$ cat src/rtl/bit_serial_adder.sv
// Bit-serial ripple adder sequencer: drives one external full_adder cell LSB first.
// Define SERIAL_ADD_OVF_EN to add the signed-overflow output.
module bit_serial_adder #(
  parameter int WIDTH = 8
) (
  input  logic             clk,
  input  logic             rst_n,
  input  logic             start,
  input  logic [WIDTH-1:0] op_a,
  input  logic [WIDTH-1:0] op_b,
  input  logic             cin,
  output logic             busy,
  output logic             done,
  output logic [WIDTH-1:0] result,
  output logic             cout,
  output logic             fa_a,
  output logic             fa_b,
  output logic             fa_c,
  input  logic             fa_sum,
`ifdef SERIAL_ADD_OVF_EN
  input  logic             fa_carry,
  output logic             ovf
`else
  input  logic             fa_carry
`endif
);

  localparam int CW = $clog2(WIDTH + 1);

  localparam logic [1:0] IDLE = 2'd0;
  localparam logic [1:0] RUN  = 2'd1;
  localparam logic [1:0] DONE = 2'd2;

  logic [1:0]       state;
  logic [WIDTH-1:0] a_sh;
  logic [WIDTH-1:0] b_sh;
  logic [WIDTH-1:0] s_sh;
  logic             carry_q;
  logic [CW-1:0]    cnt;
  logic [WIDTH-1:0] s_next;
  logic             last_bit;

  assign s_next   = {fa_sum, s_sh[WIDTH-1:1]};
  assign last_bit = (cnt == CW'(WIDTH - 1));

  assign busy = (state == RUN);
  assign done = (state == DONE);
  // Adder inputs are gated so the cell sees zeros outside RUN.
  assign fa_a = busy & a_sh[0];
  assign fa_b = busy & b_sh[0];
  assign fa_c = busy & carry_q;

  always_ff @(posedge clk or negedge rst_n) begin
    if (!rst_n) begin
      state   <= IDLE;
      a_sh    <= '0;
      b_sh    <= '0;
      s_sh    <= '0;
      carry_q <= 1'b0;
      cnt     <= '0;
      result  <= '0;
      cout    <= 1'b0;
`ifdef SERIAL_ADD_OVF_EN
      ovf     <= 1'b0;
`endif
    end else begin
      case (state)
        IDLE: begin
          if (start) begin
            a_sh    <= op_a;
            b_sh    <= op_b;
            carry_q <= cin;
            cnt     <= '0;
            state   <= RUN;
          end
        end
        RUN: begin
          s_sh    <= s_next;
          carry_q <= fa_carry;
          a_sh    <= a_sh >> 1;
          b_sh    <= b_sh >> 1;
          cnt     <= cnt + 1'b1;
          if (last_bit) begin
            result <= s_next;
            cout   <= fa_carry;
`ifdef SERIAL_ADD_OVF_EN
            // carry_q here is the carry into the MSB.
            ovf    <= carry_q ^ fa_carry;
`endif
            state  <= DONE;
          end
        end
        DONE: state <= IDLE;
        default: state <= IDLE;
      endcase
    end
  end

endmodule

$ cat config.mk
export PLATFORM = sky130hd
export DESIGN_NAME = bit_serial_adder
export DESIGN_NICKNAME = d
export VERILOG_FILES = /design/src/rtl/bit_serial_adder.sv
export SDC_FILE = /design/constraint.sdc
export NUM_CORES = 1
export LEC_CHECK = 0
export CAP_MARGIN = 20
export CORE_MARGIN = 5
export CORE_UTILIZATION = 35
export DETAILED_ROUTE_END_ITERATION = 10
export PLACE_DENSITY = 0.68
export RECOVER_POWER = 100
export SLEW_MARGIN = 30
export SYNTH_ARGS = -nofsm -noshare
export SYNTH_HDL_FRONTEND = slang
export SYNTH_SLANG_ARGS = --single-unit
$ cat constraint.sdc
create_clock -name clk -period 1.8 [get_ports clk]
set_input_delay 0.18 -clock clk [delete_from_list [all_inputs] [get_ports clk]]
set_output_delay 0.18 -clock clk [all_outputs]
set_load 0.02 [all_outputs]
==> results.rst, run 1 <==
.. list-table::
   :header-rows: 1

   * - Metric
     - Value
   * - Avg WL per Cell
     - 13.37 um
   * - Syn-to-layout area delta
     - 33.21%
   * - Fin Clk Skew
     - between 0.006 and 0.007 ns
   * - I/O Pins
     - 36
   * - Setup violators final
     - 0
   * - Initial cell density of the core
     - between 30% and 40%
   * - Fraction of the cycle the final worst path needs
     - 90.71%
   * - Worst voltage drop across the vdd grid
     - 0.8972 mV
   * - Kind of path behind the tightest hold check
     - in2reg
   * - Leakage power
     - 1.020 nW
   * - Number of maximum-capacitance constraint violations
     - 0
   * - Critical register-to-register path endpoint
     - result[3]$_DFFE_PN0P_
   * - Share of the yosys chip area belonging to registers
     - 56.44%
   * - Clock slew at the register clock pins of the worst setup and hold paths
     - around 0.070 ns
   * - Antenna violations before repair
     - 0
   * - Number of buffers inserted during clock tree synthesis
     - 5
   * - Cell types occupying the most area after synthesis
     - sky130_fd_sc_hd__dfrtp_1 56%, sky130_fd_sc_hd__mux2_2 6.5%, sky130_fd_sc_hd__nand2_1 6.5%, sky130_fd_sc_hd__a22oi_1 6.1%, sky130_fd_sc_hd__nor2b_1 5.8%
   * - DR iter-0 viols
     - 43
   * - Total Power Consumption
     - 3.775 mW
   * - Instance count of the mapped netlist
     - 167
   * - Total DRC errors in the routed layout
     - 0
   * - Congestion Overflow GR
     - 0
   * - Antenna diodes
     - 0
   * - TritonCTS sink count
     - 39
   * - Per-instance average area after synthesis
     - 10.35 sq um
   * - Final Hold Violating Endpoints
     - 0
   * - Data required time of the critical path
     - between 1.5 and 2 ns
   * - Avg Vias per Cell
     - 4.904
   * - Detailed Routing Iterations Pass 1
     - 4
   * - Cell accounting for the most synthesized area
     - sky130_fd_sc_hd__dfrtp_1
   * - Vertical die dimension
     - 80.29 um
   * - Post-synth design cell area
     - 0.001729 sq mm
   * - Die ar.
     - 0.006446 sq mm
   * - Maximum number of pins on one net before global-route repair
     - 25
   * - Yosys synthesis warning count
     - 0
   * - Core region area
     - 0.004755 sq mm
   * - Outcome
     - finished, final reports clean
   * - Proportion of layout cells with a drive suffix above 1
     - roughly an eighth
   * - Wire length of the first global-routing pass
     - ~6.5 mm
   * - Slew of the pin with the lowest slew margin
     - roughly 1.1 ns
   * - Critical path launch point type
     - register
   * - Maximum fanout along the worst path
     - 21
   * - TritonCTS clock tree
     - done
   * - Post-DP HPWL
     - 2.652 mm
   * - Maximum buffer depth of the clock tree
     - 2
   * - End of the worst hold path
     - s_sh[7]$_DFFE_PN0N_
   * - Number of cells on the worst reg-to-reg path
     - 5
   * - Gr usage total
     - 12.84%
   * - Clock latency on the worst-skew pair
     - 0.28 ns
   * - Count of buffers inserted at the top-level ports
     - 35
   * - Number of H-tree levels
     - 2
   * - Total number of vias
     - approximately 1,400
   * - Post-detailed-route count of antenna-violating nets
     - 0
   * - Data arrival time of the worst path
     - roughly 1.5 ns
   * - Hold path cells
     - 3
   * - Nets
     - 235
   * - Via count of the first global-routing pass
     - 1,366
   * - Final max-slew violation count
     - 0
   * - Register bit count reported by yosys
     - 39
   * - Unrepaired setup endpoints after global routing
     - false
   * - Share of the synthesized area in the top cell type
     - 56.44%
   * - RD Place Congestion
     - between 0.7 and 0.8
   * - Worst reg-to-reg setup slack
     - 0.20 ns
   * - Final TNS setup
     - 0 ns
   * - Final critical delay including setup and external delays
     - 1.633 ns
   * - Number of placement rows
     - 25
   * - Reg-to-Reg Start
     - state[1]$_DFFE_PN0P_
   * - Netlist cell types
     - 20
   * - Crit Path Class
     - reg2out
   * - Final wirelength
     - 3.744 mm
   * - Upper clock frequency limit
     - 612.4 MHz
   * - Critical path endpoint category
     - output pin
   * - Clock Root Buffer
     - sky130_fd_sc_hd__clkbuf_8
   * - Power density relative to cell area
     - 1639 mW/mm^2
   * - Net count of the mapped netlist
     - 190
   * - DIE WIDTH
     - 80.29 um
   * - Launch instance of the worst min-delay path
     - fa_sum
   * - Relative slew slack
     - 25.36%
[how the worst max path moves through the flow]
stage / from / endpoint
final: state[1]$_DFFE_PN0P_ / done
after global routing: state[1]$_DFFE_PN0P_ / done
after CTS: state[1]$_DFFE_PN0P_ / busy
after detailed placement: state[1]$_DFFE_PN0P_ / fa_b
after floorplan: state[1]$_DFFE_PN0P_ / fa_a
after global placement: state[1]$_DFFE_PN0P_ / fa_c
[cells by family (layout without fill, tap and decap cells)]
family / after synthesis / after routing / share of synthesized area, %
AO/OA/AOI/OAI: 51 / 51 / 17.58
buffers and inverters: 10 / 56 / 2.532
multiplexers: 10 / 10 / 6.512
AND/OR/NAND/NOR: 56 / 56 / 16.21
adder cells (fa/ha/maj): 1 / 1 / 0.7235
flip-flops: 39 / 39 / 56.44
[sequential cells by signal, indices dropped and copies added, names as in the netlist]
| register | count |
|---|---|
| state | 2 |
| a_sh | 8 |
| s_sh | 7 |
| result | 8 |
| carry_q | 1 |
| b_sh | 8 |
| cnt | 4 |
| cout | 1 |
[worst max-delay path, cell delays in order (launching register included)]
cell	delay (ns)
sky130_fd_sc_hd__dfrtp_1	0.34
sky130_fd_sc_hd__buf_2	0.33
sky130_fd_sc_hd__nor2b_1	0.17
sky130_fd_sc_hd__dlygate4sd2_1	0.34
[through the flow]
step | setup WS (ns) | utilization (%) | cell area, sq um | std cells | hold slack, ns
floorplan | 0.2806 | - | 1729 | 167 | -0.1156
global placement | 0.1657 | 46.55 | 2213 | 271 | 0.1617
detailed placement | 0.1404 | 46.55 | 2213 | 271 | 0.1604
CTS | 0.02140 | 49.13 | 2336 | 280 | 0.3979
global route | 0.04175 | 48.45 | 2303 | 280 | 0.4522
finish | 0.1672 | 48.45 | 2303 | 280 | 0.4515
[cell usage in the layout, fill, tap and decap left out, types with 2 or more instances in the layout]
master | netlist | final
sky130_fd_sc_hd__a21oi_1 | 15 | 15
sky130_fd_sc_hd__nand3_1 | 2 | 2
sky130_fd_sc_hd__nor2_1 | 2 | 2
sky130_fd_sc_hd__a22o_1 | 2 | 2
sky130_fd_sc_hd__dlygate4sd2_1 | 0 | 4
sky130_fd_sc_hd__a22oi_1 | 14 | 14
sky130_fd_sc_hd__clkbuf_1 | 4 | 5
sky130_fd_sc_hd__clkdlybuf4s50_1 | 0 | 19
sky130_fd_sc_hd__dfrtp_1 | 39 | 39
sky130_fd_sc_hd__buf_4 | 0 | 6
sky130_fd_sc_hd__clkbuf_8 | 0 | 6
sky130_fd_sc_hd__nor2b_1 | 16 | 16
sky130_fd_sc_hd__nand2_1 | 30 | 30
sky130_fd_sc_hd__and2_0 | 0 | 2
sky130_fd_sc_hd__dlygate4sd3_1 | 0 | 11
sky130_fd_sc_hd__mux2_2 | 10 | 10
sky130_fd_sc_hd__o21ai_0 | 18 | 18
[power by group]
part,switching (mW),internal [mW]
clock network,0.290,0.448
logic,0.852,0.696
registers,0.235,1.25
total,1.38,2.40
[cell usage after synthesis]
master	instances
sky130_fd_sc_hd__mux2_2	10
sky130_fd_sc_hd__nor2b_1	16
sky130_fd_sc_hd__nand2_1	30
sky130_fd_sc_hd__ha_1	1
sky130_fd_sc_hd__nor2_1	2
sky130_fd_sc_hd__nand3_1	2
sky130_fd_sc_hd__and3b_1	1
sky130_fd_sc_hd__buf_2	5
sky130_fd_sc_hd__a22o_1	2
sky130_fd_sc_hd__nand2b_1	1
sky130_fd_sc_hd__nor3_4	1
sky130_fd_sc_hd__o311ai_0	1
sky130_fd_sc_hd__inv_1	1
sky130_fd_sc_hd__o21ai_0	18
sky130_fd_sc_hd__clkbuf_1	4
sky130_fd_sc_hd__o21bai_1	1
sky130_fd_sc_hd__and2_1	3
sky130_fd_sc_hd__a21oi_1	15
sky130_fd_sc_hd__a22oi_1	14
sky130_fd_sc_hd__dfrtp_1	39
[layout make-up]
type | instances | area, sq um
repair buffers | 47 | 424.2
clock inverters | 2 | 35.03
flip-flops and latches | 39 | 975.9
multi-input cells | 118 | 698.2
fillers | 471 | 2451
clock buffers | 6 | 82.58
inverters | 1 | 3.754
well taps | 67 | 83.83
[timing repair]
action	in CTS	in global routing
buffers inserted	0	0
hold endpoints to repair	19	0
setup endpoints to repair	5	1
resized for setup	5	1
hold buffers	1	0
[metal layers]
layer,wire length [um],global-route usage [%],up-vias
met5,0,0,-
met4,46,4.054,0
met3,203,3.027,4
met2,1668,19.21,39
met1,1826,18.30,658
li1,-,-,672
Power figures use the tool's default switching activity.
==> run 2, diff against run 1 <==
--- a/config.mk
+++ b/config.mk
@@ -8,6 +8,7 @@
 export CAP_MARGIN = 20
 export CORE_MARGIN = 5
 export CORE_UTILIZATION = 35
+export CTS_BUF_LIST = sky130_fd_sc_hd__clkbuf_8
 export DETAILED_ROUTE_END_ITERATION = 10
 export PLACE_DENSITY = 0.68
 export RECOVER_POWER = 100
==> constraint.sdc (replaced) <==
create_clock -name clk -period 1.85 [get_ports clk]
set_input_delay 0.185 -clock clk [delete_from_list [all_inputs] [get_ports clk]]
set_output_delay 0.185 -clock clk [all_outputs]
set_load 0.02 [all_outputs]
==> run 2 against run 1 <==
Compared with the run above:
- non-clock buffer count stayed put
- clock skew is 0.0029 ns lower
- sequential power hardly changed
- critical path depth is 2 higher
- global-route usage is 0.41 points higher
- die area stayed put
- setup slack better by 0.010 ns
- clock power is 4.2% lower
- highest routed layer unchanged
==> results.rst, run 2 (synthesis results as in run 1) <==
.. list-table::
   :header-rows: 1

   * - Metric
     - Value
   * - Gr usage total
     - between 10% and 20%
   * - Data arrival time of the worst path
     - 1.86 ns
   * - Upper clock frequency limit
     - 597.8 MHz
   * - Combinational Power Share
     - 41.3%
   * - Clock slew at the register clock pins of the worst setup and hold paths
     - approximately 0.080 ns
   * - Clk pwr share
     - a little under a fifth
   * - Most frequent cells in the layout
     - 39 x sky130_fd_sc_hd__dfrtp_1, 30 x sky130_fd_sc_hd__nand2_1, 20 x sky130_fd_sc_hd__clkdlybuf4s50_1, 18 x sky130_fd_sc_hd__o21ai_0, 16 x sky130_fd_sc_hd__nor2b_1
   * - Kind of cell adding the most delay to the critical path
     - buffers and inverters
   * - Maximum number of pins on one net before global-route repair
     - 25
   * - Nets
     - around 240
   * - Number of maximum-capacitance constraint violations
     - 0
   * - Post-detailed-route count of antenna-violating nets
     - 0
   * - TritonCTS clock tree
     - done
   * - Vertical die dimension
     - approximately 80 um
   * - Maximum fanout along the worst path
     - 10
   * - Worst reg-to-reg setup slack
     - approximately 0.18 ns
   * - Final TNS setup
     - 0 ns
   * - Cell with the biggest individual delay on the critical path
     - sky130_fd_sc_hd__dfrtp_1
   * - Largest registers
     - a_sh x8, b_sh x8, result x8
   * - P_int
     - 2.303 mW
   * - Avg Vias per Cell
     - 4.818
   * - Leakage power
     - 1.017 nW
   * - Relative slew slack
     - 26.16%
   * - Wire length of the first global-routing pass
     - ~6.5 mm
   * - Critical path, cell by cell
     - nand2b_1, clkbuf_1, nor3_4, buf_4, mux2_2
   * - Crit Path Class
     - reg2reg
   * - Stage delay of the slowest cell on the critical path
     - 0.38 ns
   * - Final max-slew violation count
     - 0
   * - Number of H-tree levels
     - 2
   * - Count of buffers inserted at the top-level ports
     - 35
   * - Final Cell Area
     - 0.002310 sq mm
   * - Launch instance of the worst min-delay path
     - fa_sum
   * - Clock Root Buffer
     - sky130_fd_sc_hd__clkbuf_8
   * - DIE WIDTH
     - 80.29 um
   * - Die ar.
     - roughly 0.0064 sq mm
   * - Syn-to-layout area delta
     - 33.57%
   * - NetSw
     - 1.382 mW
   * - Fill cell instance count of the final layout
     - 460
   * - Critical path launch point type
     - register
   * - Final critical delay including setup and external delays
     - 1.673 ns
   * - Slew of the pin with the lowest slew margin
     - between 1 and 1.5 ns
   * - Avg WL per Cell
     - 13.68 um
   * - Final wirelength
     - 3.830 mm
   * - Initial cell density of the core
     - 36.37%
   * - Total number of vias
     - 1,349
   * - Critical path endpoint category
     - register
   * - Worst voltage drop across the vdd grid
     - about 0.69 mV
   * - Power density relative to cell area
     - 1596 mW/mm^2
   * - Sw Share
     - 37.50%
   * - Unrepaired setup endpoints after global routing
     - false
   * - Worst setup path startpoint
     - state[1]$_DFFE_PN0P_
   * - Total Power Consumption
     - 3.685 mW
   * - Critical path buffers and inverters
     - 2
   * - Core region area
     - 0.004755 sq mm
   * - Reg-to-Reg Start
     - state[1]$_DFFE_PN0P_
   * - Core occupancy in the finished layout
     - 48.58%
   * - Kind of path behind the tightest hold check
     - in2reg
   * - Outcome
     - finished, final reports clean
   * - I/O Pins
     - 36
   * - Number of buffers inserted during clock tree synthesis
     - 5
   * - Via count of the first global-routing pass
     - 1,325
   * - Fraction of the cycle the final worst path needs
     - between 90% and 100%
   * - Flop pwr share
     - 39.6%
   * - Proportion of layout cells with a drive suffix above 1
     - a little over an eighth
   * - Setup violators final
     - 0
   * - Congestion Overflow GR
     - 0
   * - Total DRC errors in the routed layout
     - 0
   * - RD Place Congestion
     - 0.7497
   * - Post-DP HPWL
     - between 2 and 3 mm
   * - Detailed Routing Iterations Pass 1
     - 5
   * - Fin Clk Skew
     - 0.003500 ns
   * - Most common library cell in the layout ignoring fill and taps
     - sky130_fd_sc_hd__dfrtp_1
   * - Cell Area, Placed
     - 0.002213 sq mm
   * - DR iter-0 viols
     - between 80 and 90
   * - Data required time of the critical path
     - 2.04 ns
   * - Final Hold Violating Endpoints
     - 0
   * - Number of placement rows
     - 25
   * - Antenna diodes
     - 0
   * - TritonCTS sink count
     - 39
   * - Antenna violations before repair
     - 0
   * - Clock latency on the worst-skew pair
     - between 0.2 and 0.3 ns
   * - Maximum buffer depth of the clock tree
     - 2
[run 2: timing repair]
action	CTS	global route
hold endpoints to repair	19	0
hold buffers	1	0
setup buffers	0	0
resized for setup	5	1
endpoints found under the setup margin	5	1
[run 2: per-stage QoR]
| step | hold WS [ns] | setup slack, ns | instances |
|---|---|---|---|
| after floorplan | -0.1106 | 0.3256 | 167 |
| after global placement | 0.1632 | 0.2117 | 271 |
| after detailed placement | 0.1684 | 0.1788 | 271 |
| after CTS | 0.3821 | 0.04129 | 280 |
| after global routing | 0.4581 | 0.06566 | 280 |
| final | 0.4497 | 0.1773 | 280 |
[run 2: cell type report]
type                            count  area, sq um  share of cell area (%)
Sequential cell                    39        975.9                   42.25
Clock buffer                        5        68.82                   2.979
Tap cell                           67        83.83                   3.629
Inverter                            1        3.754                  0.1625
Multi-Input combinational cell    118        709.4                   30.71
Timing Repair Buffer               47        424.2                   18.36
Clock inverter                      3        43.79                   1.896
[run 2: metal layers]
| layer | vias up | global-route usage (%) | part of all wire [%] |
|---|---|---|---|
| met5 | - | 0 | 0 |
| met4 | 0 | 5.068 | 1.8 |
| met3 | 6 | 3.700 | 6.1 |
| met2 | 33 | 19.54 | 45 |
| met1 | 639 | 18.38 | 47 |
| li1 | 671 | - | - |
[run 2: power by group through the flow]
| stage | logic (mW) | clock network [mW] | registers (mW) |
|---|---|---|---|
| final | 1.52 | 0.707 | 1.46 |
| after global placement | 1.61 | 0 | 1.47 |
| after CTS | 1.62 | 0.727 | 1.47 |
| after global routing | 1.71 | 0.759 | 1.52 |
| after detailed placement | 1.64 | 0 | 1.48 |
| after floorplan | 0.898 | 0 | 1.54 |
[run 2: final timing paths]
kind | endpoint | depth (start not counted)
min reg2reg | b_sh[3]$_DFFE_PN0P_ | 2
max | result[4]$_DFFE_PN0P_ | 5
min | s_sh[7]$_DFFE_PN0N_ | 3
max in group asynchronous | a_sh[4]$_DFFE_PN0P_ | 3
max reg2reg | result[4]$_DFFE_PN0P_ | 5
min in group asynchronous | result[0]$_DFFE_PN0P_ | 2
[run 2: worst min-delay path: cells and delay by family]
| kind | cells | cell delay, ns |
|---|---|---|
| buffers and inverters | 1 | 0.42 |
| AND/OR/NAND/NOR | 2 | 0.10 |
